[src/rtl/pw_trigger_seq_pkg.sv]
// Shared types and constants for the multi-pulse trigger sequencer.
// State encodings and the width of the missed-match counter live here.
package pw_trigger_seq_pkg;

    typedef enum logic [1:0] {
        PW_TSEQ_IDLE  = 2'd0,
        PW_TSEQ_DELAY = 2'd1,
        PW_TSEQ_PULSE = 2'd2
    } pw_tseq_state_e;

    localparam int PW_TSEQ_MISSED_WIDTH = 8;
    localparam logic [PW_TSEQ_MISSED_WIDTH-1:0] PW_TSEQ_MISSED_MAX = '1;

endpackage

[src/rtl/pw_loadable_downcounter.sv]
// Loadable down-counter that holds at zero; terminal flags a zero count.
// A counter held at zero can never wrap, so every phase is guaranteed to end.
module pw_loadable_downcounter #(
    parameter int WIDTH = 16
) (
    input  logic             clk,
    input  logic             rst_n,
    input  logic             load,
    input  logic [WIDTH-1:0] load_value,
    input  logic             enable,
    output logic             terminal
);

    logic [WIDTH-1:0] count;

    always_ff @(posedge clk or negedge rst_n) begin
        if (!rst_n) begin
            count <= '0;
        end else if (load) begin
            count <= load_value;
        end else if (enable && (count != '0)) begin
            count <= count - WIDTH'(1);
        end
    end

    assign terminal = (count == '0);

endmodule

[src/rtl/pw_trigger_seq.sv]
// Multi-pulse trigger sequencer: on an armed match, emits up to pNUM_PULSES
// pulses on O_trigger, each with its own delay and width.
module pw_trigger_seq
    import pw_trigger_seq_pkg::*;
#(
    parameter int pNUM_PULSES  = 8,
    parameter int pDELAY_WIDTH = 20,
    parameter int pWIDTH_WIDTH = 17,
    parameter int pIDX_WIDTH   = 4
) (
    input  logic                                fe_clk,
    input  logic                                reset_i,
    input  logic                                I_arm,
    input  logic                                I_match,
    input  logic [pIDX_WIDTH:0]                 I_num_pulses,
    input  logic [pNUM_PULSES*pDELAY_WIDTH-1:0] I_delays,
    input  logic [pNUM_PULSES*pWIDTH_WIDTH-1:0] I_widths,
    output logic                                O_trigger,
    output logic                                O_busy,
    output logic                                O_done,
    output logic [pIDX_WIDTH-1:0]               O_pulse_idx,
    output logic [PW_TSEQ_MISSED_WIDTH-1:0]     O_missed
);

    localparam logic [pIDX_WIDTH:0] MAX_PULSES = (pIDX_WIDTH+1)'(pNUM_PULSES);

    pw_tseq_state_e state_q, state_d;
    logic [pIDX_WIDTH-1:0] idx_q, idx_d;
    logic [pIDX_WIDTH:0] idx_plus, num_clamped, delay_sel_idx;
    logic last_pulse;

    logic [pDELAY_WIDTH-1:0] sel_delay, dly_load_val;
    logic [pWIDTH_WIDTH-1:0] sel_width, wid_load_val;
    logic dly_load, wid_load, dly_en, wid_en, dly_term, wid_term;

    logic trigger_q, busy_q, done_q, arm_q;
    logic trigger_d, busy_d, done_d;
    logic [PW_TSEQ_MISSED_WIDTH-1:0] missed_q, missed_d;

    // idx_plus is one bit wider so idx+1 never wraps when pNUM_PULSES is 2**pIDX_WIDTH.
    assign idx_plus      = {1'b0, idx_q} + (pIDX_WIDTH+1)'(1);
    assign num_clamped   = (I_num_pulses > MAX_PULSES) ? MAX_PULSES : I_num_pulses;
    assign last_pulse    = !(idx_plus < num_clamped);
    assign delay_sel_idx = (state_q == PW_TSEQ_PULSE) ? idx_plus : {1'b0, idx_q};

    always_comb begin
        sel_delay = '0;
        sel_width = '0;
        for (int k = 0; k < pNUM_PULSES; k++) begin
            if (int'(delay_sel_idx) == k) begin
                sel_delay = I_delays[k*pDELAY_WIDTH +: pDELAY_WIDTH];
            end
            if (int'(idx_q) == k) begin
                sel_width = I_widths[k*pWIDTH_WIDTH +: pWIDTH_WIDTH];
            end
        end
    end

    // Each phase lasts (loaded value + 1) cycles. Pulse 0 has no separating gap,
    // so its delay is loaded as d0-1, and d0 == 0 goes straight to PULSE.
    assign wid_load_val = (sel_width == '0) ? '0 : sel_width - pWIDTH_WIDTH'(1);
    assign dly_en       = (state_q == PW_TSEQ_DELAY);
    assign wid_en       = (state_q == PW_TSEQ_PULSE);

    always_ff @(posedge fe_clk or negedge reset_i) begin
        if (!reset_i) begin
            state_q   <= PW_TSEQ_IDLE;
            idx_q     <= '0;
            trigger_q <= 1'b0;
            busy_q    <= 1'b0;
            done_q    <= 1'b0;
            missed_q  <= '0;
            arm_q     <= 1'b0;
        end else begin
            state_q   <= state_d;
            idx_q     <= idx_d;
            trigger_q <= trigger_d;
            busy_q    <= busy_d;
            done_q    <= done_d;
            missed_q  <= missed_d;
            arm_q     <= I_arm;
        end
    end

    always_comb begin
        state_d      = state_q;
        idx_d        = idx_q;
        dly_load     = 1'b0;
        dly_load_val = '0;
        wid_load     = 1'b0;
        if (!I_arm) begin
            state_d = PW_TSEQ_IDLE;
            idx_d   = '0;
        end else begin
            case (state_q)
                PW_TSEQ_IDLE: begin
                    if (I_match && (I_num_pulses != '0) && !done_q) begin
                        idx_d = '0;
                        if (sel_delay == '0) begin
                            state_d  = PW_TSEQ_PULSE;
                            wid_load = 1'b1;
                        end else begin
                            state_d      = PW_TSEQ_DELAY;
                            dly_load     = 1'b1;
                            dly_load_val = sel_delay - pDELAY_WIDTH'(1);
                        end
                    end
                end
                PW_TSEQ_DELAY: begin
                    if (dly_term) begin
                        state_d  = PW_TSEQ_PULSE;
                        wid_load = 1'b1;
                    end
                end
                PW_TSEQ_PULSE: begin
                    if (wid_term) begin
                        if (last_pulse) begin
                            state_d = PW_TSEQ_IDLE;
                            idx_d   = '0;
                        end else begin
                            state_d      = PW_TSEQ_DELAY;
                            idx_d        = idx_plus[pIDX_WIDTH-1:0];
                            dly_load     = 1'b1;
                            dly_load_val = sel_delay;
                        end
                    end
                end
                default: begin
                    state_d = PW_TSEQ_IDLE;
                    idx_d   = '0;
                end
            endcase
        end
    end

    // Registered outputs are derived from the upcoming state so they line up with it.
    always_comb begin
        trigger_d = (state_d == PW_TSEQ_PULSE);
        busy_d    = (state_d != PW_TSEQ_IDLE);
        done_d    = I_arm && (state_q == PW_TSEQ_PULSE) && wid_term && last_pulse;
        missed_d  = missed_q;
        if (I_arm && !arm_q) begin
            missed_d = '0;
        end else if (I_match && (busy_q || done_q) && (missed_q != PW_TSEQ_MISSED_MAX)) begin
            missed_d = missed_q + PW_TSEQ_MISSED_WIDTH'(1);
        end
    end

    pw_loadable_downcounter #(.WIDTH(pDELAY_WIDTH)) u_delay_cnt (
        .clk        (fe_clk),
        .rst_n      (reset_i),
        .load       (dly_load),
        .load_value (dly_load_val),
        .enable     (dly_en),
        .terminal   (dly_term)
    );

    pw_loadable_downcounter #(.WIDTH(pWIDTH_WIDTH)) u_width_cnt (
        .clk        (fe_clk),
        .rst_n      (reset_i),
        .load       (wid_load),
        .load_value (wid_load_val),
        .enable     (wid_en),
        .terminal   (wid_term)
    );

    assign O_trigger   = trigger_q;
    assign O_busy      = busy_q;
    assign O_done      = done_q;
    assign O_pulse_idx = idx_q;
    assign O_missed    = missed_q;

endmodule

[config.mk]
export PLATFORM = sky130hd
export DESIGN_NAME = pw_trigger_seq
export DESIGN_NICKNAME = d
export VERILOG_FILES = /design/src/rtl/pw_trigger_seq_pkg.sv /design/src/rtl/pw_loadable_downcounter.sv /design/src/rtl/pw_trigger_seq.sv
export SDC_FILE = /design/constraint.sdc
export NUM_CORES = 1
export LEC_CHECK = 0
export ABC_AREA = 1
export CAP_MARGIN = 25
export CORE_ASPECT_RATIO = 0.5
export CORE_UTILIZATION = 45
export CTS_BUF_LIST = sky130_fd_sc_hd__clkbuf_4 sky130_fd_sc_hd__clkbuf_8
export DETAILED_ROUTE_END_ITERATION = 16
export PLACE_DENSITY_LB_ADDON = 0.2
export SYNTH_ARGS = -nofsm -noshare
export SYNTH_HDL_FRONTEND = slang
export SYNTH_SLANG_ARGS = --single-unit
export TNS_END_PERCENT = 1
[constraint.sdc]
create_clock -name fe_clk -period 10.4 [get_ports fe_clk]
set_clock_uncertainty 0.05 [all_clocks]
set_input_delay 2.6 -clock fe_clk [delete_from_list [all_inputs] [get_ports fe_clk]]
set_output_delay 2.6 -clock fe_clk [all_outputs]
set_load 0.01 [all_outputs]
; ---- Word level (Yosys, flattened, before mapping)
; Index checks and enable logic that the tools add are counted.
[word_totals]
regBits = 55
latch_bits = 0
romBits = 0
mem_bits_rw = 0
mem_count = 0
[classes]
mul = 0
div = 0
muxes = 54
addsub = 6
bitwise = 0
shifts = 0
n_eq_ne = 21
n_reduce_logical = 29
n_lt_le_gt_ge = 2
[op_table]
columns = op, count
row1 = $mux W20, 15
row2 = $mux W17, 11
row3 = $logic_not A20 Y1, 2
row4 = $pmux W20 S2, 1
row5 = $sub A20 B1 Y20 const B, 2
row6 = $logic_not A17 Y1, 2
row7 = $sub A17 B1 Y17 const B, 2
row8 = $eq A5 B4 Y1 const B, 4
row9 = $reduce_bool A20 Y1, 1
row10 = $reduce_bool A17 Y1, 1
row11 = $eq A4 B4 Y1 const B, 4
row12 = $mux W4, 4
row13 = $mux W8, 2
row14 = $pmux W4 S3, 1
row15 = $eq A5 B3 Y1 const B, 2
row16 = $logic_and A1 B1 Y1, 10
row17 = $mux W1, 10
row18 = $mux W2, 5
row19 = $mux W5, 2
row20 = $add A8 B1 Y8 const B, 1
row21 = $eq A4 B3 Y1 const B, 2
row22 = $ne A8 B8 Y1 const B, 1
row23 = $reduce_bool A2 Y1, 4
row24 = $ne A3 B3 Y1 const B, 2
row25 = 17 further kinds, 21

; ---- Logic depth before layout (Yosys ltp)
; Gate-level depths: netlist of the first run.
[depth]
word_depth = 17
ltp_mapped = 27

; ---- Modules after synthesis
; From an unflattened synthesis of the first run, not the netlist that was laid out.
[unflattened]
cells_unflattened = 1451
hier_area_um2 = 8099.0
[modules_own_cells]
columns = module, area_each_um2, seq_area_each_um2, cells_per_inst, instances
row1 = pw_trigger_seq, 5151.2, 450.4, 1019, 1
row2 = pw_loadable_downcounter at u_delay_cnt, 1601.5, 500.5, 228, 1
row3 = pw_loadable_downcounter at u_width_cnt, 1346.3, 425.4, 204, 1

; ---- Least setup slack after synthesis of the first run
; Ideal clock, no wire load.
[synth_path]
path_type = in2reg
start = input I_num_pulses[4]
end = register u_delay_cnt.count[11]
path_slack_ns = 5.033
arrival_time_ns = 5.204
t_required_ns = 10.237
path_buffers = 1
path_stages = 16
cell_sequence = or4_1 -> o21ai_0 -> nand2_1 -> ha_1 -> a21oi_1 -> o21a_1 -> nand2_1 -> nor3_1 -> inv_1 -> nand2_2 -> nand2_4 -> buf_4 -> o21ai_1 -> nand2_1 -> nand2_1 -> inv_1
[synth_between]
elab_chain_len = 8
word_cells_on_any_way = 18
[synth_lines]
columns = item, line_no
row1 = "start, declared", pw_trigger_seq.sv:15  ; input logic [pIDX_WIDTH:0] I_num_pulses,
row2 = $gt A5 B4 Y1, pw_trigger_seq.sv:42  ; assign num_clamped = (I_num_pulses > MAX_PULSES) ? MAX_PULSES : I_num_pulses;
row3 = $mux W5, pw_trigger_seq.sv:42
row4 = $lt A5 B5 Y1, pw_trigger_seq.sv:43  ; assign last_pulse = !(idx_plus < num_clamped);
row5 = $mux W20 / $mux W1 (equally long branches), pw_trigger_seq.sv:117  ; if (last_pulse) begin
row6 = $mux W20 / $mux W1 (equally long branches), pw_trigger_seq.sv:116  ; if (wid_term) begin
row7 = $pmux W20 S2 / $pmux W1 S2 (equally long branches), pw_trigger_seq.sv:95  ; case (state_q)
row8 = $mux W20 / $mux W1 (equally long branches), pw_trigger_seq.sv:91  ; if (!I_arm) begin
row9 = $mux W20 / $reduce_bool A2 Y1 (equally long branches), n/a
row10 = "end signal, assigned", pw_loadable_downcounter.sv:20  ; count <= load_value;
row11 = "end signal, assigned", pw_loadable_downcounter.sv:22  ; count <= count - WIDTH'(1);
row12 = "end, declared", pw_loadable_downcounter.sv:14  ; logic [WIDTH-1:0] count;
; Several ways; a longest one is shown, not always the timed one.
; A chain may end at the register's enable or synchronous reset.

; ---- Final worst setup path of the first run
; Ends and elaborated chain as after synthesis.

==> key figures, run 1 <==
Run status
  • Outcome: complete, no violations

Clock network
  • Post-cts resize count: 0
  • H-tree levels: 2
  • TritonCTS Buffers: 5
  • Root buffer cell: clkbuf_8
  • Max Buffers Root-to-Sink: 2
  • Clk_lat worst skew: 0.34 ns
  • Hold_buf cts: 0
  • CTS tree: done
  • Clk slew on worst S/H paths: 0.11 ns
  • CTS Sinks: 55
  • Post-CTS Setup Inserts: 0

Layout
  • Nets: 1992
  • Layout cells sized above 1: under 10%
  • Fin util: between 60% and 70%
  • Fillers: roughly 1600
  • Number of inserted diodes: 0
  • Fin cells: 1902
  • Area Overhead vs Synth: 43.17%

STA
  • Period utilization: between 50 and 60%
  • Worst Tran Pin Value: around 1.0 ns
  • Fmax: 173.7 MHz
  • Min Hold Slack: 0.4915 ns
  • Relative slew margins: 31.09%
  • # setup viols final: 0
  • Slew Limit Fails: 0
  • Min cycle time layout: ~5.8 ns
  • Setup TNS: 0 ns
  • RSZ-0062 raised after global routing: false
  • Hold Violations, Final: 0

Power and ir drop
  • Clk pwr share: 18.2%
  • Switching power: around 0.28 mW
  • Max IR drop VDD: 0.05954 mV
  • Pint: 0.4790 mW
  • Pleak: between 5 and 6 nW
  • Combinational share of power: between 40% and 50%
  • Sequential power share: 38.4%
  • Power Density: 68.27 nW/um^2
  • Switching fraction of total power: between 30% and 40%

Logic synthesis
  • Cells after Synth: 1393
  • Syn nets: 1711
  • Ys async rst share: 100.0%
  • Most common cell in the netlist: nand2_1
  • Synth area leaders: nand2_1, dfrtp_1, nand3_1, nor2_1, inv_1
  • Post-synth top area share: between 20% and 30%
  • EDFF count, synth: 0
  • Synth Cell Area: 7732 um^2
  • Top FF cell, synth: dfrtp_1
  • Syn_area_per_cell: ~5.6 um^2
  • Synthesis-stage register bit count: between 50 and 60
  • Post-synthesis sequential area ratio: 17.80%
  • YS warnings: 0
  • Cell taking the most area after synthesis: nand2_1
  • Post-synth cell types: 48
  • Post-synth top cells: nand2_1, nor2_1, nand3_1

Die
  • Initial core utilization: 46.59%
  • Die X: 187.4 um
  • Die Span Y: 94.69 um
  • Cell row count: 33
  • Ports: 320
  • Core box area: 16600 um^2
  • Die area: 17740 um^2

Critical path
  • Worst EP arrival: 5.99 ns
  • Setup crit end kind: flop
  • WS Path Type: input pin to flop
  • Crit path max fanout: 22
  • Startpoint type of the worst setup path: input pin
  • Required @ worst endpoint: 10.64 ns

Routing
  • Post-route DRC: 0
  • DRT iter0 DRCs: 910
  • Wire length per cell: between 15 and 20 um
  • Drt first pass iters: 5
  • DRT Wirelength: 30.50 mm
  • Via Count: just over 10000
  • Via density: between 5 and 6
  • Remaining antenna violation count after routing: 0

GRT
  • Largest net degree at the start of global routing: 56
  • Vias in the first global route: 9682
  • Global-route usage over all layers: 34.22%
  • Grt ovf: 0
  • Initial antenna violation count: 0
  • Global-route wire length before repair: between 40 and 50 mm

Flow run
  • Max Cap Violations: 0

Placement
  • Dpl cells: 1894
  • GP Congestion: 1.017
  • Port Buf Inserts: 319
  • Dpl hpwl: 24.68 mm

Min path
  • Worst hold path class: flop to flop
## flip-flops by register name, summed over array words and instances, names as in the netlist
signal             count
O_pulse_idx            4
O_trigger              1
arm_q                  1
state_q                2
O_missed               8
u_width_cnt.count     17
O_done                 1
u_delay_cnt.count     20
O_busy                 1
## cell type report
type,count,area [um^2],share of cell area (%)
tap,227,284.0,2.566
clock inverter,3,33.78,0.3052
sequential,55,1376,12.43
multi-input combinational,1137,5503,49.71
clock buffer,5,68.82,0.6216
timing repair buffer,326,3241,29.27
inverter,149,564.3,5.097
## layer usage
layer | up-vias | wire (um) | global-route usage [%]
li1 | 5095 | - | -
met1 | 4704 | 13210 | 43.44
met2 | 442 | 14070 | 60.10
met3 | 68 | 2454 | 6.020
met4 | 0 | 766 | 9.824
met5 | - | 0 | 0
## layout by cell type, fill, tap and decap left out, types with 13 or more instances in the layout
master,synthesis,routed
nand4_1,69,69
ha_1,13,13
dfrtp_1,55,55
nor3_1,16,15
nor2_1,200,199
nand3_1,168,168
a21oi_1,28,28
inv_1,128,128
o211ai_1,21,21
inv_2,15,15
o21ai_0,40,40
xor2_1,28,28
nand2_2,13,13
o21ai_1,22,22
clkdlybuf4s50_1,0,318
nand2_1,442,442
## power by group through the flow
| stage | logic (mW) | clock network (mW) | registers, mW |
|---|---|---|---|
| 5_1_grt | 0.366 | 0.149 | 0.296 |
| 4_1_cts | 0.327 | 0.140 | 0.290 |
| 6_report | 0.328 | 0.137 | 0.290 |
| 3_5_place_dp | 0.325 | 0 | 0.294 |
| 3_3_place_gp | 0.316 | 0 | 0.291 |
| 2_1_floorplan | 0.156 | 0 | 0.286 |
## worst max-delay path, stage by stage
cell and delay (ns):
clkdlybuf4s50_1 0.44, or4_1 0.55, o21ai_0 0.15, nand2_1 0.10, ha_1 0.32, a21oi_1 0.16
o21a_1 0.13, nand2_1 0.08, nor3_2 0.11, buf_4 0.25, inv_1 0.12, nand2_2 0.11
nand2_4 0.17, nand2_2 0.34, inv_2 0.15, nand2_1 0.09, nand2_1 0.05, inv_1 0.05
## final timing paths
check	start	to	slack, ns	cells past startpoint
hold reg to reg	u_delay_cnt.count[0]	u_delay_cnt.count[0]	0.49	2
min in group asynchronous	reset_i	u_delay_cnt.count[0]	2.32	2
max in group asynchronous	reset_i	u_width_cnt.count[11]	7.48	2
setup reg to reg	O_pulse_idx[0]	u_delay_cnt.count[11]	5.22	25
hold / removal	u_delay_cnt.count[0]	u_delay_cnt.count[0]	0.49	2
setup / recovery	I_num_pulses[4]	u_delay_cnt.count[11]	4.64	18
## through the flow
| step | worst slack [ns] | total power [mW] | area (um^2) |
|---|---|---|---|
| finish | 4.642 | 0.7558 | 11070 |
| global route | 4.319 | 0.8116 | 11070 |
| CTS | 4.716 | 0.7564 | 11070 |
| detailed placement | 4.371 | 0.6183 | 10970 |
| global placement | 4.502 | 0.6070 | 10970 |
| floorplan | 5.033 | 0.4415 | 7732 |
## logic make-up (layout without fill, tap and decap cells)
kind of cell,Yosys count,in the layout,share of synthesized area [%]
other,1,1,0.04850
xor gates and xnor gates,34,34,3.851
and+or+nand+nor,957,957,55.06
DFF,55,55,17.80
buffers and inverters,201,483,11.13
AOI/OAI and AO/OA,132,132,10.00
adders and majority gates,13,13,2.104
Note: power is estimated with default switching activity, not from simulation.
==> inputs of run 2 (changes only) <==
==> constraint.sdc (replaced) <==
create_clock -name fe_clk -period 5.85 [get_ports fe_clk]
set_clock_uncertainty 0.05 [all_clocks]
set_input_delay 1.4625 -clock fe_clk [delete_from_list [all_inputs] [get_ports fe_clk]]
set_output_delay 1.4625 -clock fe_clk [all_outputs]
set_load 0.01 [all_outputs]
==> run 2 against run 1 <==
- critical endpoint is now u_delay_cnt.count[15]
- combinational power is 77% higher
- via count rose by 0.69%
- worst hold slack better by 0.0075 ns
- clock power up 72%
- highest routed layer is now met5
==> key figures, run 2 (synthesized netlist as in run 1, its figures left out) <==
Layout
  • Nets: 1996
  • Layout cells sized above 1: 5.241%
  • Most common cell after layout, fill and taps aside: nand2_1
  • Area Overhead vs Synth: 43.48%
  • Final Cell Area: between 10000 and 15000 um^2
  • Number of flip-flops in the largest register: 20
  • Most frequent cells in the layout: nand2_1, clkdlybuf4s50_1, nor2_1
  • Fin util: about two thirds
  • Number of inserted diodes: 0
  • Largest register by flop count: u_delay_cnt.count

Clock network
  • Post-cts resize count: 0
  • Clk slew on worst S/H paths: between 0.1 and 0.15 ns
  • CTS Sinks: 55
  • Post-CTS Setup Inserts: 0
  • TritonCTS Buffers: 5
  • Root buffer cell: clkbuf_8
  • Hold_buf cts: 0
  • Max Buffers Root-to-Sink: 2
  • Clk_lat worst skew: between 0.3 and 0.4 ns
  • CTS tree: done
  • H-tree levels: 2

Die
  • Die area: 17740 um^2
  • Cell row count: 33
  • Die X: 187.4 um
  • Core box area: 16600 um^2
  • Ports: between 300 and 400
  • Die Span Y: roughly 95 um
  • Initial core utilization: 46.59%

STA
  • Min cycle time layout: slightly below 5 ns
  • Period utilization: 83.05%
  • Relative slew margins: a little over 40%
  • # setup viols final: 0
  • Worst Tran Pin Value: 0.8746 ns
  • Fmax: 205.8 MHz
  • Setup TNS: 0 ns
  • Hold Violations, Final: 0
  • Slew Limit Fails: 0
  • RSZ-0062 raised after global routing: false

GRT
  • Vias in the first global route: 9877
  • Grt ovf: 0
  • Initial antenna violation count: 1
  • Global-route usage over all layers: 34.31%
  • Global-route wire length before repair: 48.71 mm
  • Largest net degree at the start of global routing: 56

Routing
  • Wire length per cell: 15.94 um
  • Remaining antenna violation count after routing: 0
  • DRT Wirelength: 30.39 mm
  • Met2 wire length: 13.58 mm
  • Drt first pass iters: 7
  • Via density: 5.446
  • Top Layer Used: met5
  • WL met1: 13.26 mm
  • Post-route DRC: 0
  • Via Count: about 10000
  • DRT iter0 DRCs: 823
  • Met3 Wirelength: 2.462 mm

Critical path
  • Startpoint type of the worst setup path: flop
  • WS Path Type: flop to flop
  • R2R cell count: 25
  • Required @ worst endpoint: ~6.0 ns
  • Worst EP arrival: 5.05 ns
  • Crit path max fanout: 36
  • Setup crit end kind: flop

Power and ir drop
  • Max IR drop VDD: 0.1155 mV
  • Power Density: 120.1 nW/um^2
  • Pleak: 5.020 nW

Placement
  • GP Congestion: between 1 and 1.5
  • Placed cell areas: 11000 um^2
  • Dpl hpwl: 24.76 mm
  • Port Buf Inserts: 319

Min path
  • Worst hold path class: flop to flop
  • Worst Hold Path Cells: 2

Flow run
  • Max Cap Violations: 0

Run status
  • Outcome: complete, no violations
## run 2: cell count changes in the layout (fill, tap and decap cells not counted), sizes merged
cell / delta
buf: +4
clkinv: -1
clkinvlp: +1
## run 2: report_power, final
part           leakage, nW  total (mW)  switching (mW)  internal (mW)
Combinational         4.31       0.582           0.265          0.317
Sequential           0.665       0.515          0.0712          0.444
Clock               0.0463       0.236           0.147         0.0884
Total                 5.02        1.33           0.484          0.849
## run 2: worst max-delay path, cell delays in order, from the launching register on
cell and delay, ns:
dfrtp_1 0.55, ha_1 0.31, nand2_2 0.12, inv_2 0.09, nor2_2 0.05, o21ai_4 0.66, inv_2 0.09, nand2_4 0.15
inv_4 0.08, nand2_4 0.14, nor2_1 0.06, nor3_1 0.21, nand4_1 0.19, inv_1 0.12, ha_1 0.22, nand3_2 0.14
nor2_4 0.20, nand3_1 0.11, nand2_2 0.21, nand2_2 0.11, nand2_4 0.23, nand2_2 0.25, inv_2 0.22, nand2_1 0.07
nand2_1 0.06, inv_1 0.04
## run 2: worst paths after layout
path                                        from                    end  slack (ns)
setup / recovery                  O_pulse_idx[0]  u_delay_cnt.count[15]        0.99
hold / removal             u_delay_cnt.count[19]  u_delay_cnt.count[19]        0.50
setup reg to reg                  O_pulse_idx[0]  u_delay_cnt.count[15]        0.99
hold reg to reg            u_delay_cnt.count[19]  u_delay_cnt.count[19]        0.50
max in group asynchronous                reset_i                 O_busy        4.06
min in group asynchronous                reset_i   u_delay_cnt.count[2]        1.20
## run 2: layout make-up
class / instances / area [um^2]
inverters: 149 / 564.3
repair buffers: 330 / 3271
fillers: 1581 / 5504
clock buffers: 5 / 68.82
well taps: 227 / 284.0
flip-flops and latches: 55 / 1376
clock inverters: 3 / 27.53
multi-input cells: 1137 / 5503
## run 2: layer usage
layer / track usage (%) / up-vias
met5: 0 / -
met4: 11.38 / 2
li1: - / 5112
met3: 7.098 / 93
met2: 59.08 / 458
met1: 43.24 / 4715
## run 2: through the flow
step                      power [mW]  hold slack, ns  setup slack (ns)  instances
final                          1.333          0.4990            0.9916       1906
after global routing           1.431          0.5289            0.5121       1906
after CTS                      1.329          0.5033             1.066       1906
after detailed placement       1.094          0.4758             1.072       1898
after global placement         1.083          0.4587             1.208       1898
after floorplan               0.7849          0.4449             1.620       1393
==> inputs of run 3 (changes only) <==
==> constraint.sdc (replaced) <==
create_clock -name fe_clk -period 5.1 [get_ports fe_clk]
set_clock_uncertainty 0.05 [all_clocks]
set_input_delay 1.275 -clock fe_clk [delete_from_list [all_inputs] [get_ports fe_clk]]
set_output_delay 1.275 -clock fe_clk [all_outputs]
set_load 0.01 [all_outputs]
==> run 3 against run 2 <==
- final cell count grew 0.42%
- combinational power up 15%
- non-clock buffer count grew 7
- critical path depth is 1 lower
- power rose by 15%
- design area up 0.65%
- first-iteration DRC count up 9.0%
- flip-flop and latch count unchanged
- sequential share of layout area down 0.081 points
- clock power grew 17%
- sequential power grew 15%
- largest power group unchanged
==> key figures, run 3 (synthesized netlist as in run 1, its figures left out) <==
Die
  • Initial core utilization: 46.59%
  • Core box area: ~17000 um^2
  • Ports: 320
  • Die Span Y: around 95 um
  • Cell row count: 33
  • Die X: 187.4 um
  • Die area: 17740 um^2

Critical path
  • Worst EP arrival: approximately 4.8 ns
  • Max stage delay cell, worst path: dfrtp_1
  • FF-to-FF End: u_delay_cnt.count[16]
  • Crit path max fanout: 24
  • CP cell instances: ha_1 > nand2_2 > inv_2 > nor2_2 > o21ai_4 > nand2_2 > inv_2 > nand3_1 > nand3_1 > nor3_1 > nand4_1 > inv_1 > ha_1 > nand3_2 > nor2_4 > nand3_1 > nand2_2 > nand2_2 > nand2_4 > nand2_2 > inv_2 > nand2_1 > nand2_1 > inv_1
  • CP bufs+invs: 5
  • Crit-path leading delay family: simple AND/OR/NAND/NOR gates
  • R2r startpoint: O_pulse_idx[0]
  • Most common cell on crit path: nand2_2
  • Setup crit end kind: flop
  • WS Path Type: flop to flop
  • Startpoint type of the worst setup path: flop
  • Worst path max stage delay: between 0.5 and 0.6 ns
  • Reg2reg setup slack: 0.49 ns
  • R2R cell count: 24
  • Required @ worst endpoint: roughly 5.3 ns
  • Levels on crit path: 24

Layout
  • Fin cells: 1914
  • Largest register by flop count: u_delay_cnt.count
  • Nets: between 2000 and 2500
  • Number of flip-flops in the largest register: 20
  • Area Overhead vs Synth: 44.42%
  • Most common cell after layout, fill and taps aside: nand2_1
  • Most frequent cells in the layout: nand2_1, clkdlybuf4s50_1, nor2_1
  • Number of inserted diodes: 0
  • Fin util: about 67%
  • Layout cells sized above 1: 5.691%
  • Final Cell Area: 11170 um^2

Min path
  • Worst hold path class: flop to flop
  • Worst Hold Path Cells: 2
  • Hold Startpoint: u_delay_cnt.count[1]
  • Worst Hold Path EP: u_delay_cnt.count[1]

STA
  • Period utilization: 90.37%
  • Min cycle time layout: around 4.6 ns
  • Fin worst setup slack: 0.4911 ns
  • Hold Violations, Final: 0
  • Relative slew margins: 41.55%
  • Slew Limit Fails: 0
  • Setup TNS: 0 ns
  • Worst Tran Pin Value: 0.8747 ns
  • Fmax: 217.0 MHz
  • RSZ-0062 raised after global routing: false
  • # setup viols final: 0

GRT
  • Vias in the first global route: 9641
  • Largest net degree at the start of global routing: 56
  • Grt ovf: 0
  • Initial antenna violation count: 0
  • Global-route wire length before repair: 48.73 mm
  • Global-route usage over all layers: roughly 35%

Routing
  • Via density: 5.424
  • Drt first pass iters: 6
  • DRT iter0 DRCs: 897
  • Wire length per cell: between 15 and 20 um
  • Post-route DRC: 0
  • Remaining antenna violation count after routing: 0
  • Via Count: 10380
  • DRT Wirelength: 31.22 mm

Clock network
  • CTS Sinks: 55
  • Clk_lat worst skew: 0.34 ns
  • TritonCTS Buffers: 5
  • Hold_buf cts: 0
  • CTS tree: done
  • Clk slew on worst S/H paths: between 0.1 and 0.15 ns
  • Root buffer cell: clkbuf_8
  • Max Buffers Root-to-Sink: 2
  • H-tree levels: 2

Placement
  • Port Buf Inserts: 319
  • GP Congestion: 1.017
  • Dpl cells: around 1900
  • Dpl hpwl: between 20 and 30 mm
  • DP Worst Slack: 0.2836 ns
  • Placed cell areas: 11040 um^2

Run status
  • Outcome: complete, no violations

Power and ir drop
  • Max IR drop VDD: 0.1311 mV
  • Pleak: 5.062 nW
  • Power Density: 137.8 nW/um^2

Flow run
  • Max Cap Violations: 0
-- run 3: worst register-to-register path, stage by stage (launching register included) --
cell and delay [ns]:
dfrtp_1 0.52, ha_1 0.32, nand2_2 0.13, inv_2 0.06, nor2_2 0.28, o21ai_4 0.15
nand2_2 0.14, inv_2 0.19, nand3_1 0.13, nand3_1 0.11, nor3_1 0.20, nand4_1 0.19
inv_1 0.12, ha_1 0.23, nand3_2 0.15, nor2_4 0.20, nand3_1 0.11, nand2_2 0.23
nand2_2 0.12, nand2_4 0.22, nand2_2 0.25, inv_2 0.22, nand2_1 0.07, nand2_1 0.07
inv_1 0.04
-- run 3: layout make-up --
| class | count | area [um^2] |
|---|---|---|
| Clock buffer | 5 | 68.82 |
| Fill cell | 1559 | 5431 |
| Tap cell | 227 | 284.0 |
| Timing Repair Buffer | 337 | 3323 |
| Sequential cell | 55 | 1376 |
| Clock inverter | 3 | 33.78 |
| Multi-Input combinational cell | 1138 | 5517 |
| Inverter | 149 | 564.3 |
-- run 3: metal layers --
layer	up-vias	track usage, %	part of all wire (%)	routed length [um]
li1	5118	-	-	-
met1	4691	43.27	42	13160
met2	496	59.88	46	14390
met3	77	6.986	8.7	2709
met4	0	11.65	3.1	963
met5	-	0	0	0
-- run 3: metrics by stage --
stage	hold slack [ns]	power (mW)
finish	0.5045	1.539
global route	0.5408	1.642
CTS	0.5034	1.539
detailed placement	0.4751	1.260
global placement	0.4604	1.241
floorplan	0.4449	0.9003
-- run 3: how the worst max path moves through the flow --
stage                          from               endpoint  slack, ns
finish               O_pulse_idx[0]  u_delay_cnt.count[16]       0.49
global route         O_pulse_idx[0]  u_delay_cnt.count[16]       0.07
global placement     O_pulse_idx[0]  u_delay_cnt.count[13]       0.52
detailed placement   O_pulse_idx[0]  u_delay_cnt.count[16]       0.28
floorplan           I_num_pulses[4]  u_delay_cnt.count[11]       1.06
CTS                  O_pulse_idx[0]  u_delay_cnt.count[16]       0.24
-- run 3: report_power, final --
| part | total (mW) | switching (mW) | internal [mW] |
|---|---|---|---|
| Combinational | 0.671 | 0.307 | 0.364 |
| Sequential | 0.592 | 0.0833 | 0.509 |
| Clock | 0.276 | 0.172 | 0.104 |
-- run 3: timing repair --
action                                  in CTS  in global routing
setup buffers                                0                  2
endpoints found under the setup margin       0                 21
endpoints found under the hold margin        0                  0
resized for setup                            0                  1
